[config.mk]
export PLATFORM = sky130hd
export DESIGN_NAME = mtimer_clint
export DESIGN_NICKNAME = d
export VERILOG_FILES = /design/src/rtl/mtimer_clint_pkg.sv /design/src/rtl/clint_tick_gen.sv /design/src/rtl/mtimer_clint.sv
export SDC_FILE = /design/constraint.sdc
export NUM_CORES = 1
export LEC_CHECK = 0
export ABC_AREA = 1
export CAP_MARGIN = 20
export CORE_ASPECT_RATIO = 1.4
export CORE_MARGIN = 1
export CORE_UTILIZATION = 40
export DETAILED_ROUTE_END_ITERATION = 10
export PLACE_DENSITY = 0.67
export SYNTH_ARGS = -nofsm -noshare
export SYNTH_HDL_FRONTEND = slang
export SYNTH_SLANG_ARGS = --single-unit
[constraint.sdc]
create_clock -name clk -period 1.8 [get_ports clk]
set_input_delay 0.45 -clock clk [delete_from_list [all_inputs] [get_ports clk]]
set_output_delay 0.45 -clock clk [all_outputs]
set_load 0.05 [all_outputs]
[src/rtl/mtimer_clint_pkg.sv]
// Shared definitions for the machine timer / software-interrupt block:
// register offsets, responder states and bus request/response records.
package mtimer_clint_pkg;

    localparam logic [15:0] CLINT_MSIP       = 16'h0000;
    localparam logic [15:0] CLINT_MTIMECMP_L = 16'h4000;
    localparam logic [15:0] CLINT_MTIMECMP_H = 16'h4004;
    localparam logic [15:0] CLINT_MTIME_L    = 16'hBFF8;
    localparam logic [15:0] CLINT_MTIME_H    = 16'hBFFC;

    typedef enum logic {
        ST_IDLE = 1'b0,
        ST_RESP = 1'b1
    } clint_state_e;

    typedef struct packed {
        logic        we;
        logic [15:0] addr;
        logic [31:0] wdata;
        logic [3:0]  wstrb;
    } clint_req_t;

    typedef struct packed {
        logic [31:0] rdata;
        logic        err;
    } clint_rsp_t;

endpackage

[src/rtl/clint_tick_gen.sv]
// Prescaler for mtime: emits a one-cycle tick every TICK_DIV core cycles,
// in the cycle the counter sits at TICK_DIV-1.
module clint_tick_gen #(
    parameter int unsigned TICK_DIV = 1
) (
    input  logic clk,
    input  logic rst,
    output logic tick_o
);

    localparam int unsigned    CNT_W = (TICK_DIV > 1) ? $clog2(TICK_DIV) : 1;
    localparam logic [CNT_W-1:0] LAST = CNT_W'(TICK_DIV - 1);

    logic [CNT_W-1:0] cnt_q, cnt_d;

    // With TICK_DIV=1 the counter never leaves 0, so the tick is constant high.
    assign tick_o = (cnt_q == LAST);

    always_comb begin
        cnt_d = tick_o ? '0 : cnt_q + 1'b1;
    end

    always_ff @(posedge clk) begin
        if (rst) cnt_q <= '0;
        else     cnt_q <= cnt_d;
    end

endmodule

[src/rtl/mtimer_clint.sv]
// Machine timer and software-interrupt controller: mtime/mtimecmp/msip
// behind a single-outstanding valid/ready register port.
module mtimer_clint
    import mtimer_clint_pkg::*;
#(
    parameter int unsigned TICK_DIV     = 1,
    parameter logic [63:0] MTIMECMP_RST = '1
) (
    input  logic        clk,
    input  logic        rst,
    input  logic        req_valid_i,
    output logic        req_ready_o,
    input  logic        req_we_i,
    input  logic [15:0] req_addr_i,
    input  logic [31:0] req_wdata_i,
    input  logic [3:0]  req_wstrb_i,
    output logic        rsp_valid_o,
    input  logic        rsp_ready_i,
    output logic [31:0] rsp_rdata_o,
    output logic        rsp_err_o,
    output logic        sw_irq_o,
    output logic        timer_irq_o,
    output logic [63:0] mtime_o
);

    function automatic logic [31:0] merge_bytes(input logic [31:0] cur,
                                                input logic [31:0] wdata,
                                                input logic [3:0]  wstrb);
        logic [31:0] res;
        res = cur;
        for (int b = 0; b < 4; b++)
            if (wstrb[b]) res[8*b +: 8] = wdata[8*b +: 8];
        return res;
    endfunction

    clint_state_e state_q, state_d;
    clint_rsp_t   rsp_q, rsp_d;
    clint_req_t   req;
    logic [63:0]  mtime_q, mtime_d, mtimecmp_q, mtimecmp_d;
    logic         msip_q, msip_d;
    logic         timer_irq_q;
    logic         tick, acc, wr_ok;
    logic         hit_msip, hit_cmp_l, hit_cmp_h, hit_mt_l, hit_mt_h, dec_err;
    logic [63:0]  mtime_inc;
    logic [31:0]  rdata;
    logic [31:0]  m_msip, m_cmp_l, m_cmp_h, m_mt_l, m_mt_h;

    clint_tick_gen #(.TICK_DIV(TICK_DIV)) u_tick (
        .clk    (clk),
        .rst    (rst),
        .tick_o (tick)
    );

    assign req = '{we: req_we_i, addr: req_addr_i, wdata: req_wdata_i, wstrb: req_wstrb_i};

    // Offsets are word aligned, so an exact match also rejects misaligned addresses.
    assign hit_msip  = (req.addr == CLINT_MSIP);
    assign hit_cmp_l = (req.addr == CLINT_MTIMECMP_L);
    assign hit_cmp_h = (req.addr == CLINT_MTIMECMP_H);
    assign hit_mt_l  = (req.addr == CLINT_MTIME_L);
    assign hit_mt_h  = (req.addr == CLINT_MTIME_H);
    assign dec_err   = ~(hit_msip | hit_cmp_l | hit_cmp_h | hit_mt_l | hit_mt_h);

    assign req_ready_o = (state_q == ST_IDLE);
    assign acc         = req_valid_i & req_ready_o;
    assign wr_ok       = acc & req.we & ~dec_err;
    assign mtime_inc   = mtime_q + {63'd0, tick};

    // Written mtime bytes override the incremented value; unwritten ones keep it.
    assign m_msip  = merge_bytes({31'd0, msip_q}, req.wdata, req.wstrb);
    assign m_cmp_l = merge_bytes(mtimecmp_q[31:0],  req.wdata, req.wstrb);
    assign m_cmp_h = merge_bytes(mtimecmp_q[63:32], req.wdata, req.wstrb);
    assign m_mt_l  = merge_bytes(mtime_inc[31:0],   req.wdata, req.wstrb);
    assign m_mt_h  = merge_bytes(mtime_inc[63:32],  req.wdata, req.wstrb);

    always_comb begin
        rdata = '0;
        if (hit_msip)  rdata = {31'd0, msip_q};
        if (hit_cmp_l) rdata = mtimecmp_q[31:0];
        if (hit_cmp_h) rdata = mtimecmp_q[63:32];
        if (hit_mt_l)  rdata = mtime_q[31:0];
        if (hit_mt_h)  rdata = mtime_q[63:32];
    end

    always_comb begin
        state_d    = state_q;
        rsp_d      = rsp_q;
        mtime_d    = mtime_inc;
        mtimecmp_d = mtimecmp_q;
        msip_d     = msip_q;
        case (state_q)
            ST_IDLE: begin
                if (acc) begin
                    state_d     = ST_RESP;
                    rsp_d.err   = dec_err;
                    rsp_d.rdata = (req.we | dec_err) ? 32'd0 : rdata;
                end
            end
            ST_RESP: begin
                if (rsp_ready_i) state_d = ST_IDLE;
            end
            default: state_d = ST_IDLE;
        endcase
        if (wr_ok) begin
            if (hit_msip)  msip_d            = m_msip[0];
            if (hit_cmp_l) mtimecmp_d[31:0]  = m_cmp_l;
            if (hit_cmp_h) mtimecmp_d[63:32] = m_cmp_h;
            if (hit_mt_l)  mtime_d[31:0]     = m_mt_l;
            if (hit_mt_h)  mtime_d[63:32]    = m_mt_h;
        end
    end

    always_ff @(posedge clk) begin
        if (rst) begin
            state_q     <= ST_IDLE;
            rsp_q       <= '0;
            mtime_q     <= '0;
            mtimecmp_q  <= MTIMECMP_RST;
            msip_q      <= 1'b0;
            timer_irq_q <= 1'b0;
        end else begin
            state_q     <= state_d;
            rsp_q       <= rsp_d;
            mtime_q     <= mtime_d;
            mtimecmp_q  <= mtimecmp_d;
            msip_q      <= msip_d;
            timer_irq_q <= (mtime_q >= mtimecmp_q);
        end
    end

    assign rsp_valid_o = (state_q == ST_RESP);
    assign rsp_rdata_o = rsp_q.rdata;
    assign rsp_err_o   = rsp_q.err;
    assign sw_irq_o    = msip_q;
    assign timer_irq_o = timer_irq_q;
    assign mtime_o     = mtime_q;

endmodule

After elaboration in Yosys (flattened, before gate mapping)
Cells that the tools add are included.
W data, S select, Z words.
{ "totals": {"rom_bits": 0, "latch_bits": 0, "mem_count": 0, "ff_bits": 165, "in_bits": 57, "wordCells": 65, "mem_bits_rw": 0} }
{ "op_classes": {"order_cmp": 1, "reduce_logical": 12, "n_addsub": 2, "bitwise": 11, "div_mod_pow": 0, "eq_ne": 4, "mul": 0, "mux": 20, "shifts": 0} }
{ "op_table": {"columns": ["operator", "count"], "rows": [
  ["$mux W32", 7],
  ["$add A64 B1 Y64", 1],
  ["$ge A64 B64 Y1", 1],
  ["$mux W64", 1],
  ["$mux W8", 8],
  ["$eq A16 B15 Y1 const B", 2],
  ["$eq A16 B16 Y1 const B", 2],
  ["$reduce_and A3 Y1", 9],
  ["$logic_not A16 Y1", 1],
  ["$or A1 B1 Y1", 5],
  ["$and A1 B1 Y1", 3],
  ["$mux W1", 3],
  ["$not A1 Y1", 3],
  ["$pmux W1 S2", 1],
  ["$reduce_and A2 Y1", 1],
  ["$reduce_or A2 Y1", 1],
  ["$add A1 B1 Y1 const B", 1]
]} }

Depth between registers and ports, before layout
{ "depth": {"ltp_word": 8, "mapped_depth": 17} }

Cells and area by module
From an unflattened synthesis, not the netlist that was laid out.
{ "hier_totals": {"cells_unflattened": 1882, "area_unflattened_um2": 11568.6} }
{ "by_module_without_submodules": {"columns": ["module", "area_per_inst_um2", "instances", "seq_area_each_um2", "cells_each"], "rows": [
  ["mtimer_clint", 11541.1, 1, 3283.1, 1879],
  ["clint_tick_gen", 27.5, 1, 20.0, 3]
]} }

Least setup slack after synthesis
OpenSTA, ideal clock, no wires.
{ "synth_timing": {"path_type": "reg2reg", "from": "reg mtime_q[0] (netlist: mtime_o[0])", "to": "reg mtime_q[60] (netlist: mtime_o[60])", "required_time_ps": 1687, "synth_period_minus_slack_ps": 2361, "slack_ps": -561, "arrival_time_ps": 2247, "setup_time_ps": 113, "path_stages_with_launch": 12, "cell_sequence": "dfxtp_1 > ha_1 > ha_1 > nand2_1 > nor2_1 > nand3_1 > nor3_1 > nand3_1 > nand2_1 > nand2_1 > nor2_1 > nor2_1"} }
{ "synth_between": {"elab_chain_cells": 4} }
{ "synth_lines": {"columns": ["element", "line", "text"], "rows": [
  ["from (decl)", "mtimer_clint.sv:39", "logic [63:0] mtime_q, mtime_d, mtimecmp_q, mtimecmp_d;"],
  ["from (signal assigned)", "mtimer_clint.sv:124", "mtime_q <= mtime_d;"],
  ["$add A64 B1 Y64 *", "mtimer_clint.sv:67", "assign mtime_inc = mtime_q + {63'd0, tick};"],
  ["$mux W8", "mtimer_clint.sv:32", "if (wstrb[b]) res[8*b +: 8] = wdata[8*b +: 8];"],
  ["$mux W32", "mtimer_clint.sv:109", "if (hit_mt_h) mtime_d[63:32] = m_mt_h;"],
  ["$mux W64 *", "mtimer_clint.sv:104", "if (wr_ok) begin"]
]} }
Every way passes the cells marked *; elsewhere a longest branch is shown, timed or not.
A chain may end at the register's enable or synchronous reset.

Worst setup path after layout
{ "layout_timing": {"from": "reg mtime_q[40] (netlist: mtime_o[40])", "to": "reg mtime_q[41] (netlist: mtime_o[41])"} }
The elaborated chain is that of the path after synthesis.

==> out/metrics.yaml <==
vdd_drop_max_v: 0.000624
io_buffers: 157
antennaDiodeCount: 0
synth_edf_count: 0
r2r-start: "mtime_o[40]"
drtAntennaViolNets: 0
wirelength_um: 52300
crit_start: "mtime_o[40]"
grt_first_pass_wirelength_um: 76200
grt-ovfl-total: 0
yosysWarnings: 0
synth_nets: 1962
cts_tree: "yes"
cts_hold_buf: 0
die_w_um: 145
dr.pass1.iters: 5
pre_cts_slack_ps: -823
p_leak_nw: 8.95
synthCells: 1839
crit_path_end_kind: "flip-flop"
grt_max_degree: 67
setup-violations-final: 29
die_area_um2: 29300
hold_viol: 0
crit_top_cell: "nor2_1"
total_power_mw: 8.38
async_flop_share_pct: 0
layout-drive-gt1-share_pct: 35.7
placementRows: 72
violations: "negative setup slack"
core_area_um2: 27800
htree_num_levels: 4
fmax_ghz: 0.517
fin_hold_ws_ps: 463
max_stage_delay_ps: 370
regArea_um2: 3410
drv_cap: 0
clock-sinks: 165
design_area_um2: 18700
gp_congestion: 0.960
antenna_found_initial: 0
path_max_fanout: 6
critPathLaunchType: "flip-flop"
drc: 0
post_dp_cell_area_um2: 16300
yosysSeqAreaShare_pct: 28.9
fillCellCount: 2322
fin_skew_ps: 14.9
finalCriticalPeriod_ps: 1930
powerDensity_nw_per_um2: 449
numCtsBuffers: 17
grt_util_all_layers_pct: 34.9
crit_path_top_delay_cell: "dfxtp_2"
worst_hold_startpoint: "rsp_rdata_o[24]"
nNetsFinal: 2448
ys.flop_type: "dfxtp_1"
cts_root_buf: "clkbuf_16"
clk_path_buf_depth: 2
max-slew-margin-rel_pct: 49.1
clk_pin_slew_ps: 70
avgSynthCellArea_um2: 6.21
synth_cell_types: 42
synthToLayoutAreaGrowth_pct: 63.3
syn_area_um2: 11400
io_pins: 158
status: "finished with violations"
start_util_pct: 41.1
insertion_delay_ps: 450
drv_slew: 0
wl_per_cell_um: 19.3
synth-seq-cells: 165
layout_common_cells: "nand2_1, buf_4, inv_1"
dp_hpwl_um: 38600
path_cells: "clkinvlp_4 -> buf_6 -> nor3_4 -> nand2_2 -> nor2_2 -> nand4_1 -> xor2_1 -> nor2_1 -> nor2_1"
worstSetupPathType: "reg2reg"
cp.arrival_ps: 2260
fp.dieH_um: 202
timing.final.crit_share_pct: 107
viasPerCell: 5.41
worst_pin_slew_ps: 764
first_iter_violations: 1280
hold_class: "reg2reg"
routed-via-count: 14639
first_global_vias: 13850
rsz0062_at_grt: "true"
multiInputGateArea_um2: 8260
final.setup.worst_slack_ps: -133
cp.required_ps: 2120
final_common_cell: "nand2_1"
## report_power, final
part | switching [mW] | internal (mW) | leakage, nW | total, mW
Combinational | 0.401 | 0.249 | 7.28 | 0.650
Sequential | 0.00902 | 3.63 | 1.36 | 3.64
Clock | 1.71 | 2.38 | 0.308 | 4.09
## worst max-delay path: cells and delay by family, from the launching register on
family	cells	cell delay, ps
and+or+nand+nor	6	890
xor gates and xnor gates	1	180
buffers and inverters	2	370
DFF	1	370
## kinds of logic (layout without fill, tap and decap cells)
kind of cell             count (synthesis)  in the layout  share of synthesized area, %
other                                    1              1                        0.0328
adder cells (fa/ha/maj)                 66             66                          7.23
AND/OR/NAND/NOR                       1104           1106                          41.3
buffers and inverters                  285            782                          9.73
flip-flops                             165            165                          28.9
AO/OA/AOI/OAI                          173            173                          9.37
XOR/XNOR                                45             45                          3.45
## registers in the layout, indices dropped and copies added, names as in the netlist
name / flops
mtimecmp_q: 64
mtime_o: 64
sw_irq_o: 1
timer_irq_o: 1
rsp_rdata_o: 32
u_tick.cnt_q: 1
rsp_err_o: 1
rsp_valid_o: 1
## final cells by class
type                    instances  share of cell area [%]
clock buffers                  18                    2.35
clock inverters                14                    1.06
flip-flops and latches        165                    18.3
multi-input cells            1391                    44.3
repair buffers                524                    26.9
inverters                     226                    4.65
well taps                     370                    2.48
## Yosys cell counts (16+ instances only)
master    instances  area (um^2)
dfxtp_1         165         3300
nand3_1         127          636
o211ai_1         39          293
nor3_1           37          185
nand4_1          82          513
nor2_1          241          905
nand2_1         583         2190
clkbuf_1         31          116
o21ai_0          29          145
inv_1           218          818
a21oi_1          79          395
xor2_1           40          350
ha_1             66          826
buf_2            16         80.1
## worst paths after layout
path / slack [ps] / to / cells past startpoint
max: -130 / mtime_o[41] / 9
min: 460 / rsp_rdata_o[24] / 2
max reg2reg: -130 / mtime_o[41] / 9
min reg2reg: 460 / rsp_rdata_o[24] / 2
## layer usage
metal,GRT usage [%],vias up,wire length (um)
met5,0,-,0
met4,19.7,0,3400
met3,4.90,181,2980
met2,60.5,634,25900
met1,40.4,6905,20000
li1,-,6919,-
## through the flow
stage | util, % | TNS, ps | std cells
after floorplan | - | -167 | 1839
after global placement | 58.6 | -98290 | 2630
after detailed placement | 58.6 | -103150 | 2630
after CTS | 63.1 | -680 | 2682
after global routing | 67.1 | -5460 | 2708
final | 67.1 | -1450 | 2708
## what timing repair did
item                                    CTS  global route
endpoints found under the setup margin  162           162
pin swaps                                42            74
buffers inserted                         18            22
cloned                                    3             4
gates resized for setup                 126           255
Power figures use the tool's default switching activity.
